<file path="config.mk">
export PLATFORM = sky130hd
export DESIGN_NAME = bitrev_spi_slave
export DESIGN_NICKNAME = d
export VERILOG_FILES = /design/src/rtl/bitrev_spi_slave.sv
export SDC_FILE = /design/constraint.sdc
export NUM_CORES = 1
export LEC_CHECK = 0
export ABC_AREA = 1
export BUFFER_PORTS_ARGS = -buffer_cell sky130_fd_sc_hd__buf_4
export CELL_PAD_IN_SITES_DETAIL_PLACEMENT = 0
export CELL_PAD_IN_SITES_GLOBAL_PLACEMENT = 1
export CORE_MARGIN = 4
export CORE_UTILIZATION = 47
export DETAILED_ROUTE_END_ITERATION = 6
export PLACE_DENSITY = 0.91
export SLEW_MARGIN = 30
export SYNTH_ARGS = -nofsm -noshare
export SYNTH_HDL_FRONTEND = slang
export SYNTH_SLANG_ARGS = --single-unit
</file>
<file path="constraint.sdc">
create_clock -name clock -period 4.3 [get_ports clock]
set_input_delay 0.86 -clock clock [delete_from_list [all_inputs] [get_ports clock]]
set_output_delay 0.86 -clock clock [all_outputs]
set_load 0.03 [all_outputs]
</file>
<file path="src/rtl/bitrev_spi_slave.sv">
// bitrev_spi_slave: SPI slave (CPHA=0) that receives one word MSB-first and
// returns it bit-reversed within the same SS-low frame, all in the system clock domain.
`timescale 1ns/1ps
module bitrev_spi_slave #(
    parameter int DATA_W = 8,
    parameter bit CPOL = 1'b0,
    parameter int SYNC_STAGES = 2,
    parameter int CNT_W = 16
) (
    input  logic              clock,
    input  logic              resetn,
    input  logic              sck,
    input  logic              ss,
    input  logic              mosi,
    output logic              miso,
    output logic              miso_oe,
    output logic [DATA_W-1:0] rx_data,
    output logic              rx_valid,
    output logic              frame_abort,
    output logic [CNT_W-1:0]  frame_cnt
);
    localparam int BW = $clog2(DATA_W);
    typedef enum logic [1:0] {IDLE, RECV, SEND, DONE} state_t;
    state_t state, state_nx;
    logic [SYNC_STAGES-1:0] sck_sync, ss_sync, mosi_sync;
    logic [SYNC_STAGES:0] rdy;
    logic sck_d, ss_d, armed, skip;
    logic sck_s, ss_s, mosi_s, sample_edge, shift_edge, ss_fall, ss_rise, last_bit;
    logic [BW-1:0] bit_cnt;
    logic [DATA_W-1:0] rx_shift, tx_shift, rx_word, rx_rev;
    always_ff @(posedge clock or negedge resetn) begin
        if (!resetn) begin
            sck_sync  <= {SYNC_STAGES{CPOL}};
            ss_sync   <= '1;
            mosi_sync <= '0;
            sck_d     <= CPOL;
            ss_d      <= 1'b1;
            rdy       <= '0;
            armed     <= 1'b0;
        end else begin
            sck_sync  <= {sck_sync[SYNC_STAGES-2:0], sck};
            ss_sync   <= {ss_sync[SYNC_STAGES-2:0], ss};
            mosi_sync <= {mosi_sync[SYNC_STAGES-2:0], mosi};
            sck_d     <= sck_s;
            ss_d      <= ss_s;
            rdy       <= {rdy[SYNC_STAGES-1:0], 1'b1};
            // a frame may start only after SS has been seen high post-reset
            armed     <= armed | (rdy[SYNC_STAGES] & ss_s);
        end
    end
    assign sck_s       = sck_sync[SYNC_STAGES-1];
    assign ss_s        = ss_sync[SYNC_STAGES-1];
    assign mosi_s      = mosi_sync[SYNC_STAGES-1];
    assign sample_edge = CPOL ? (sck_d & ~sck_s) : (sck_s & ~sck_d);
    assign shift_edge  = (sck_s ^ sck_d) & ~sample_edge;
    assign ss_fall     = armed & ss_d & ~ss_s;
    assign ss_rise     = ~ss_d & ss_s;
    assign last_bit    = sample_edge & (bit_cnt == '0);
    assign rx_word     = {rx_shift[DATA_W-2:0], mosi_s};
    always_comb begin
        rx_rev = '0;
        for (int i = 0; i < DATA_W; i++)
            rx_rev[i] = rx_word[DATA_W-1-i];
    end
    always_ff @(posedge clock or negedge resetn) begin
        if (!resetn)
            state <= IDLE;
        else
            state <= state_nx;
    end
    always_comb begin
        state_nx = state;
        case (state)
            IDLE:    if (ss_fall) state_nx = RECV;
            RECV:    if (last_bit) state_nx = SEND;
            SEND:    if (last_bit) state_nx = DONE;
            default: state_nx = state;
        endcase
        if (ss_rise) state_nx = IDLE;
    end
    always_ff @(posedge clock or negedge resetn) begin
        if (!resetn) begin
            bit_cnt     <= '0;
            rx_shift    <= '0;
            tx_shift    <= '0;
            rx_data     <= '0;
            rx_valid    <= 1'b0;
            frame_abort <= 1'b0;
            frame_cnt   <= '0;
            skip        <= 1'b0;
        end else begin
            rx_valid    <= 1'b0;
            frame_abort <= ss_rise & ((state == RECV) | (state == SEND));
            if (!ss_rise) begin
                if (state == IDLE && ss_fall)
                    bit_cnt <= BW'(DATA_W-1);
                if ((state == RECV || state == SEND) && sample_edge)
                    bit_cnt <= last_bit ? BW'(DATA_W-1) : bit_cnt - 1'b1;
                if (state == RECV && sample_edge)
                    rx_shift <= rx_word;
                if (state == RECV && last_bit) begin
                    rx_data  <= rx_word;
                    rx_valid <= 1'b1;
                    tx_shift <= rx_rev;
                    skip     <= 1'b1;
                end
                // the first shift edge in SEND closes the last RECV bit
                if (state == SEND && shift_edge) begin
                    skip <= 1'b0;
                    if (!skip)
                        tx_shift <= {tx_shift[DATA_W-2:0], 1'b0};
                end
                if (state == SEND && last_bit)
                    frame_cnt <= frame_cnt + 1'b1;
            end
        end
    end
    assign miso    = (state == SEND) & tx_shift[DATA_W-1];
    assign miso_oe = state != IDLE;
endmodule

</file>
==> results.sh, run 1 <==
export IMPL_status="complete, no violations"
export IMPL_p_sw_w=0.000494
export IMPL_slew_violations=0
export IMPL_setup_viol=0
export IMPL_rsz0062_at_grt="false"
export IMPL_cts_num_sinks=59
export IMPL_drc=0
export IMPL_max_slew_worst_pin_slew_ns=0.713
export IMPL_ys_seq_elements=59
export IMPL_grt_pass1_vias=1981
export IMPL_num_io_pins=33
export IMPL_drv_cap=0
export IMPL_core_um2=5510
export IMPL_ys_top_cells_by_area="dfrtp_1 (52%), nand2_1 (14%), inv_1 (4.2%), ha_1 (3.3%), nor2_1 (3.1%)"
export IMPL_clockPowerShare=0.355
export IMPL_drt_pass1_iterations=4
export IMPL_die_area_um2=6950
export IMPL_path_cells="inv_1, ha_1, nand2_1, inv_1, buf_4"
export IMPL_grt_pass1_wl_mm=9.11
export IMPL_htree_levels=3
export IMPL_cp_arrival_ns=1.37
export IMPL_track_usage=0.165
export IMPL_final_nets=350
export IMPL_irDropWorstVdd_mv=0.273
export IMPL_synthDistinctLibCells=28
export IMPL_cts_max_path_buffers=2
export IMPL_cts_buffers=9
export IMPL_start_util=0.485
export IMPL_wl_per_cell_um=11.9
export IMPL_period_minus_slack_ns=2.23
export IMPL_required_ns=3.44
export IMPL_critPathMaxFanout=5
export IMPL_portBuffers=32
export IMPL_viasPerCell=4.74
export IMPL_postCtsSetupRepairBufs=0
export IMPL_cts_resized=0
export IMPL_power_internal_w=0.00114
export IMPL_antenna_cells=0
export IMPL_root_buffer="clkbuf_8"
export IMPL_yosys_warnings=0
export IMPL_fin_skew_ns=0.0104
export IMPL_tritoncts="done"
export IMPL_crit_path_start_kind="register"
export IMPL_clk_latency_ns=0.34
export IMPL_yosys_top_cells_count="nand2_1 (98), dfrtp_1 (56), inv_1 (30)"
export IMPL_timing_fmax_mhz=448
export IMPL_stdcell_area_um2=3190
export IMPL_drtAntennaViolNets=0
export IMPL_finalHoldViolCount=0
export IMPL_fillers=495
export IMPL_row_count=27
export IMPL_crit_slowest_cell="dfrtp_1"
export IMPL_dp_hpwl_mm=3.43
export IMPL_gr_total_overflow=0
export IMPL_p_comb_frac=0.199
export IMPL_yosysTopAreaCell="dfrtp_1"
export IMPL_die_w_um=83.4
export IMPL_grt_max_degree=60
export IMPL_period_share=0.520
export IMPL_synth_sequential_area_ratio=0.554
export IMPL_async_flop_share=1.00
export IMPL_synth_fp_nets=312
export IMPL_cp_end_kind="output pin"
export IMPL_synthFlopType="dfrtp_1"
export IMPL_drt_iter0_markers=105
export IMPL_synthCells=300
export IMPL_p_sw_frac=0.303
export IMPL_place_congestion=0.795
export IMPL_powerDensity_nw_per_um2=512
export IMPL_cts_hold_buf=0
export IMPL_cp_slowest_stage_delay_ns=0.42
export IMPL_place_area_um2=2960
export IMPL_vias=1967
export IMPL_synth_top_area_frac=0.525
export IMPL_synth_edf_count=0
export IMPL_dieHeight_um=83.4
export IMPL_routed_wl_mm=4.95
export IMPL_netlist_area_um2=2670
export IMPL_crit_type="reg -> out"
export IMPL_min_path_type="reg -> reg"
export IMPL_seq_power_share=0.446
export IMPL_relSlewSlack=0.525
export IMPL_syn_avg_cell_area_um2=8.90
export IMPL_antenna_found_initial=0
export IMPL_layout_drive_gt1_share=0.213
export IMPL_cpMostUsedCell="inv_1"
export IMPL_fin_tns_setup_ns=0
export IMPL_cts_clk_slew_worst_paths_ns=0.06
export IMPL_yosysMostFrequentCell="nand2_1"
export IMPL_p_leak_nw=1.65
export IMPL_syn_to_final_growth_pct=19.4
power groups by stage:
stage          Combinational [W]  Sequential (W)  Clock (W)
6_report                0.000325        0.000728   0.000579
3_3_place_gp            0.000317        0.000736          0
4_1_cts                 0.000331        0.000728   0.000591
3_5_place_dp            0.000330        0.000736          0
2_1_floorplan           0.000221        0.000744          0
5_1_grt                 0.000381        0.000742   0.000623
area by class of cell:
class                      count  area [µm²]  area share
timing repair buffer          32         240      0.0753
multi-input combinational    202        1020       0.321
clock buffer                  12         155      0.0486
clock inverter                 4        73.8      0.0231
tap                           72        90.1      0.0282
inverter                      34         128      0.0400
sequential                    59        1480       0.464
metal layers:
layer  vias to the layer above  global-route usage  part of all wire
li1                       1011                   -                 -
met1                       905               0.222              0.47
met2                        42               0.238              0.46
met3                         9              0.0575             0.059
met4                         0              0.0743             0.017
met5                         -                   0                 0
per-stage QoR:
step           worst slack, ns  total power [W]  cells  utilization  hold slack, ns
6_report                  2.07          0.00163    415        0.579           0.349
3_5_place_dp              2.42          0.00107    399        0.538           0.335
4_1_cts                   2.04          0.00165    415        0.579           0.350
5_1_grt                   1.95          0.00175    415        0.579           0.364
2_1_floorplan             2.51         0.000966    300            -           0.331
3_3_place_gp              2.47          0.00105    399        0.538           0.331
critical path: cells and delay by family (launching register included):
kind                       cells  cell delay (ns)
adders and majority gates      1             0.24
buffers and inverters          3             0.30
DFF                            1             0.42
and+or+nand+nor                1             0.08
state kept, by name, indices dropped and copies added, names as in the netlist, 3 cells and up:
name       cells
bit_cnt        3
frame_cnt     16
rdy            3
rx_data        8
rx_shift       7
tx_shift       8
cell usage in the layout, fill, tap and decap left out, types with 6 or more instances in the layout:
cell type / count
ha_1: 7
o21ai_1: 9
inv_1: 30
nand2_2: 9
dfrtp_1: 56
o21ai_0: 8
nor2_1: 22
nand3_1: 14
buf_4: 32
clkbuf_8: 11
nand2_1: 98
nand4_1: 6
worst paths after layout:
check | startpoint | end | slack (ns) | cells past startpoint
max in group asynchronous | resetn | mosi_sync[1] | 3.26 | 1
hold reg to reg | rdy[0] | rdy[1] | 0.35 | 0
setup / recovery | state[0] | miso | 2.07 | 5
hold / removal | rdy[0] | rdy[1] | 0.35 | 0
min in group asynchronous | resetn | tx_shift[1] | 0.58 | 1
setup reg to reg | bit_cnt[0] | tx_shift[4] | 2.51 | 11
cells by family (layout without fill, tap and decap cells):
family / after synthesis / after routing / synth area share
AO/OA/AOI/OAI: 25 / 25 / 0.0511
XOR/XNOR: 9 / 9 / 0.0295
adder cells (fa/ha/maj): 7 / 7 / 0.0328
buffers and inverters: 39 / 82 / 0.0628
flip-flops: 59 / 59 / 0.554
multiplexers: 1 / 1 / 0.00422
other: 1 / 1 / 0.00140
AND/OR/NAND/NOR: 159 / 159 / 0.264
Power figures use the tool's default switching activity.
==> inputs of run 2 (changes only) <==
--- a/config.mk
+++ b/config.mk
@@ -10,9 +10,9 @@
 export CELL_PAD_IN_SITES_DETAIL_PLACEMENT = 0
 export CELL_PAD_IN_SITES_GLOBAL_PLACEMENT = 1
 export CORE_MARGIN = 4
-export CORE_UTILIZATION = 47
+export CORE_UTILIZATION = 39
 export DETAILED_ROUTE_END_ITERATION = 6
-export PLACE_DENSITY = 0.91
+export PLACE_DENSITY = 0.81
 export SLEW_MARGIN = 30
 export SYNTH_ARGS = -nofsm -noshare
 export SYNTH_HDL_FRONTEND = slang
==> constraint.sdc (replaced) <==
create_clock -name clock -period 1.9 [get_ports clock]
set_input_delay 0.38 -clock clock [delete_from_list [all_inputs] [get_ports clock]]
set_output_delay 0.38 -clock clock [all_outputs]
set_load 0.03 [all_outputs]
==> run 2 against run 1 <==
Against the previous run: critical path type unchanged; first-iteration DRC count shrank 33%; final area up 0.27%; largest power group unchanged; die area rose by 18%; worst setup slack lost 1.9 ns; clock skew is 0.0011 ns lower; worst hold slack worse by 0.25 ns; sequential power rose by 130%; sequential cell count is the same; sequential share of layout area decreased by 0.13 points; critical endpoint unchanged; non-clock buffer count increased by 3; critical path depth unchanged; global-route usage decreased by 2.6 points.
==> results.sh, run 2 (synthesis gave the netlist of run 1 again) <==
export IMPL_status="complete, no violations"
export IMPL_slew_violations=0
export IMPL_dp_hpwl_mm=3.52
export IMPL_critPathBufInv=3
export IMPL_p_sw_w=0.00113
export IMPL_antenna_cells=0
export IMPL_final_nets=353
export IMPL_dp_cells=407
export IMPL_seq_power_share=0.470
export IMPL_drc=0
export IMPL_num_io_pins=33
export IMPL_cts_max_path_buffers=2
export IMPL_p_comb_frac=0.206
export IMPL_finalHoldViolCount=0
export IMPL_cp_slowest_stage_delay_ns=0.42
export IMPL_row_count=29
export IMPL_power_internal_w=0.00240
export IMPL_holdWs_ns=0.0983
export IMPL_drt_pass1_iterations=4
export IMPL_crit_slowest_cell="dfrtp_1"
export IMPL_cp_end_kind="output pin"
export IMPL_period_share=0.916
export IMPL_grt_pass1_vias=1958
export IMPL_die_w_um=90.7
export IMPL_largest_register="frame_cnt"
export IMPL_die_area_um2=8230
export IMPL_cts_hold_buf=0
export IMPL_cts_clk_slew_worst_paths_ns=0.07
export IMPL_layout_drive_gt1_share=0.223
export IMPL_path_cells="inv_1, ha_2, nand2_1, inv_1, buf_4"
export IMPL_cts_buffers=9
export IMPL_period_minus_slack_ns=1.74
export IMPL_post_place_ws_ns=0.248
export IMPL_drv_cap=0
export IMPL_grt_pass1_wl_mm=9.00
export IMPL_fin_tns_setup_ns=0
export IMPL_finalPower_w=0.00353
export IMPL_max_slew_worst_pin_slew_ns=0.732
export IMPL_vias=1947
export IMPL_irDropWorstVdd_mv=0.475
export IMPL_core_um2=6490
export IMPL_final_cells=423
export IMPL_cpMostUsedCell="inv_1"
export IMPL_drt_iter0_markers=70
export IMPL_rsz0062_at_grt="false"
export IMPL_portBuffers=32
export IMPL_tritoncts="done"
export IMPL_antenna_found_initial=0
export IMPL_required_ns=1.52
export IMPL_drtAntennaViolNets=0
export IMPL_p_leak_nw=1.65
export IMPL_wl_per_cell_um=12.0
export IMPL_crit_type="reg -> out"
export IMPL_cts_num_sinks=59
export IMPL_final_cell_mix="nand2_1 (98), dfrtp_1 (56), buf_4 (34), inv_1 (30), nor2_1 (22)"
export IMPL_viasPerCell=4.60
export IMPL_gr_total_overflow=0
export IMPL_final_common_cell="nand2_1"
export IMPL_routed_wl_mm=5.07
export IMPL_critPathMaxFanout=5
export IMPL_cp_arrival_ns=1.36
export IMPL_track_usage=0.138
export IMPL_clockPowerShare=0.324
export IMPL_largest_reg_flops=16
export IMPL_min_path_type="in -> async"
export IMPL_p_sw_frac=0.320
export IMPL_reg_top3="frame_cnt x16, rx_data x8, tx_shift x8"
export IMPL_crit_path_start_kind="register"
export IMPL_grt_max_degree=60
export IMPL_clk_latency_ns=0.35
export IMPL_start_util=0.411
export IMPL_fillers=639
export IMPL_htree_levels=3
export IMPL_syn_to_final_growth_pct=19.8
export IMPL_place_congestion=0.798
export IMPL_timing_fmax_mhz=575
export IMPL_relSlewSlack=0.512
export IMPL_fin_skew_ns=0.00923
export IMPL_crit_family="flip-flops"
export IMPL_dieHeight_um=90.7
export IMPL_final_setup_worst_slack_ns=0.160
export IMPL_powerDensity_nw_per_um2=1100
export IMPL_root_buffer="clkbuf_8"
export IMPL_setup_viol=0
## run 2: changes by cell type in the layout (fill, tap and decap cells not counted)
cell / change
buf_4: +2
clkinv_2: +2
buf_12: +1
bufinv_16: -1
clkbuf_8: -1
clkinv_4: -1
clkinvlp_4: +1
ha_1: -1
ha_2: +1
## run 2: cell type report
cell class | instances | area [µm²] | share of cell area
Clock buffer | 11 | 141 | 0.0442
Clock inverter | 5 | 52.6 | 0.0164
Inverter | 34 | 128 | 0.0399
Multi-Input combinational cell | 202 | 1020 | 0.320
Sequential cell | 59 | 1480 | 0.463
Tap cell | 77 | 96.3 | 0.0301
Timing Repair Buffer | 35 | 275 | 0.0861
## run 2: power by group through the flow
stage	logic, W	registers (W)	clock network, W
3_5_place_dp	0.000743	0.00168	0
5_1_grt	0.000846	0.00169	0.00124
2_1_floorplan	0.000501	0.00168	0
4_1_cts	0.000741	0.00166	0.00117
3_3_place_gp	0.000722	0.00167	0
6_report	0.000727	0.00166	0.00114
## run 2: path summary, 6_finish.rpt
check / start / endpoint / slack (ns) / depth (start not counted)
worst min-delay path: resetn / rx_data[0] / 0.1 / 1
worst max-delay path: state[0] / miso / 0.16 / 5
worst max register to register: state[0] / tx_shift[7] / 0.26 / 9
worst min register to register: rdy[0] / rdy[1] / 0.35 / 0
min in group clock: ss / ss_sync[0] / 0.14 / 1
max in group asynchronous: resetn / frame_cnt[5] / 1.32 / 1
## run 2: metrics by stage
stage	cell area [µm²]	utilization
2_1_floorplan	2670	-
3_3_place_gp	3000	0.462
3_5_place_dp	3000	0.462
4_1_cts	3200	0.492
5_1_grt	3200	0.492
6_report	3200	0.492
## run 2: layer usage
layer / wire, µm / track usage
met1: 2490 / 0.174
met2: 2220 / 0.208
met3: 238 / 0.0492
met4: 116 / 0.0727
met5: 0 / 0
## run 2: timing repair
| item | CTS | global route |
|---|---|---|
| buffers inserted | 0 | 0 |
| gates resized for setup | 0 | 1 |
| setup endpoints to repair | 0 | 1 |
==> inputs of run 3 (changes only) <==
--- a/config.mk
+++ b/config.mk
@@ -6,13 +6,13 @@
 export NUM_CORES = 1
 export LEC_CHECK = 0
 export ABC_AREA = 1
-export BUFFER_PORTS_ARGS = -buffer_cell sky130_fd_sc_hd__buf_4
 export CELL_PAD_IN_SITES_DETAIL_PLACEMENT = 0
 export CELL_PAD_IN_SITES_GLOBAL_PLACEMENT = 1
 export CORE_MARGIN = 4
-export CORE_UTILIZATION = 39
+export CORE_UTILIZATION = 43
 export DETAILED_ROUTE_END_ITERATION = 6
-export PLACE_DENSITY = 0.81
+export DONT_BUFFER_PORTS = 1
+export PLACE_DENSITY_LB_ADDON = 0.1
 export SLEW_MARGIN = 30
 export SYNTH_ARGS = -nofsm -noshare
 export SYNTH_HDL_FRONTEND = slang
==> run 3 against run 2 <==
Against the previous run: non-clock buffer count decreased by 19; sequential share of layout area increased by 1.6 points; critical path type unchanged; sequential power about the same; worst setup slack got worse by 0.017 ns; combinational power decreased by 6.3%; worst hold slack got worse by 0.057 ns; final area decreased by 3.3%; sequential cell count unchanged; count of clock-buffer cells in the layout increased by 3; first-iteration DRC count increased by 27%.
==> results.sh, run 3 (synthesis gave the netlist of run 1 again) <==
export IMPL_crit_type="reg -> out"
export IMPL_drc=0
export IMPL_powerDensity_nw_per_um2=1150
export IMPL_final_nets=334
export IMPL_cts_buffers=9
export IMPL_routed_wl_mm=4.97
export IMPL_timing_fmax_mhz=569
export IMPL_crit_path_start_kind="register"
export IMPL_final_cell_mix="nand2_1 (97), dfrtp_1 (56), inv_1 (30), nor2_1 (22)"
export IMPL_min_to="ss_sync[0]"
export IMPL_cts_clk_slew_worst_paths_ns=0.07
export IMPL_slew_violations=0
export IMPL_min_from="ss"
export IMPL_timing_rr_end="frame_cnt[10]"
export IMPL_core_um2=5990
export IMPL_cts_max_path_buffers=2
export IMPL_die_area_um2=7530
export IMPL_cp_arrival_ns=1.38
export IMPL_grt_pass1_vias=1848
export IMPL_ff_latch_area_um2=1480
export IMPL_cp_end_kind="output pin"
export IMPL_min_path_cells=0
export IMPL_largest_reg_flops=16
export IMPL_fin_tns_setup_ns=0
export IMPL_die_w_um=86.8
export IMPL_syn_to_final_growth_pct=15.8
export IMPL_grt_pass1_wl_mm=8.68
export IMPL_vias=1900
export IMPL_dp_hpwl_mm=3.51
export IMPL_cts_num_sinks=59
export IMPL_final_common_cell="nand2_1"
export IMPL_fillers=562
export IMPL_tritoncts="done"
export IMPL_rrSetupSlack_ns=0.21
export IMPL_period_minus_slack_ns=1.76
export IMPL_dieHeight_um=86.8
export IMPL_reg2reg_depth=8
export IMPL_antenna_cells=0
export IMPL_drt_iter0_markers=89
export IMPL_row_count=28
export IMPL_portBuffers=0
export IMPL_multi_input_area_um2=1040
export IMPL_post_place_ws_ns=0.176
export IMPL_reg_top3="frame_cnt x16, rx_data x8, tx_shift x8"
export IMPL_setup_viol=0
export IMPL_grt_max_degree=60
export IMPL_p_leak_nw=1.56
export IMPL_r2r_start="bit_cnt[0]"
export IMPL_htree_levels=3
export IMPL_period_share=0.925
export IMPL_rsz0062_at_grt="false"
export IMPL_antenna_found_initial=0
export IMPL_clk_latency_ns=0.33
export IMPL_utilization=0.516
export IMPL_viasPerCell=4.73
export IMPL_layout_drive_gt1_share=0.174
export IMPL_gr_total_overflow=0
export IMPL_start_util=0.446
export IMPL_critPathMaxFanout=5
export IMPL_required_ns=1.52
export IMPL_root_buffer="clkbuf_8"
export IMPL_final_setup_worst_slack_ns=0.143
export IMPL_min_path_type="in -> reg"
export IMPL_finalHoldViolCount=0
export IMPL_place_congestion=0.761
export IMPL_wl_per_cell_um=12.4
export IMPL_fin_skew_ns=0.00912
export IMPL_num_io_pins=33
export IMPL_finalPower_w=0.00355
export IMPL_drv_cap=0
export IMPL_irDropWorstVdd_mv=0.753
export IMPL_status="complete, no violations"
export IMPL_drtAntennaViolNets=0
export IMPL_drt_pass1_iterations=5
export IMPL_track_usage=0.151
export IMPL_postCtsSetupRepairBufs=0
export IMPL_largest_register="frame_cnt"
[run 3: area by class of cell]
class                           count  share of cell area
Clock inverter                      2              0.0113
Multi-Input combinational cell    202               0.337
Inverter                           34              0.0413
Tap cell                           75              0.0303
Sequential cell                    59               0.479
Clock buffer                       14              0.0558
Timing Repair Buffer               16              0.0461
[run 3: how the worst max path moves through the flow]
| stage | endpoint | from | slack, ns | depth (start not counted) |
|---|---|---|---|---|
| after floorplan | frame_cnt[10] | frame_cnt[0] | 0.41 | 5 |
| after global placement | tx_shift[4] | state[0] | 0.21 | 9 |
| after detailed placement | frame_cnt[10] | state[0] | 0.18 | 6 |
| after CTS | miso | state[0] | 0.06 | 4 |
| after global routing | frame_cnt[10] | bit_cnt[0] | 0.04 | 8 |
| final | miso | state[0] | 0.14 | 4 |
[run 3: report_power, final]
| group | switching (W) | total, W | internal [W] |
|---|---|---|---|
| combinational | 0.000431 | 0.000681 | 0.000250 |
| sequential | 0.000179 | 0.00168 | 0.00150 |
| clock | 0.000479 | 0.00119 | 0.000713 |
| total | 0.00109 | 0.00355 | 0.00246 |
[run 3: what timing repair did]
item | 4_1_cts | 5_1_grt
endpoints found under the setup margin | 0 | 8
gates resized for setup | 0 | 4
hold buffers | 2 | 0
hold endpoints to repair | 59 | 0
[run 3: routing by layer]
layer | share of wire | wire length (µm) | vias up | track usage
li1 | - | - | 983 | -
met1 | 0.47 | 2310 | 879 | 0.185
met2 | 0.46 | 2280 | 31 | 0.231
met3 | 0.059 | 293 | 7 | 0.0627
met4 | 0.015 | 76 | 0 | 0.0722
met5 | 0 | 0 | - | 0
[run 3: stage by stage]
step	area, µm²	std cells	hold slack, ns
detailed placement	2830	384	0.0860
finish	3090	402	0.0410
global route	3090	402	0.00742
floorplan	2670	300	0.0844
CTS	3070	402	0.0194
global placement	2830	384	0.0861
[run 3: critical path, cell delays in order (launching register included)]
cell	delay, ns
dfrtp_1	0.41
inv_1	0.10
ha_2	0.25
nand2_1	0.07
inv_1	0.21
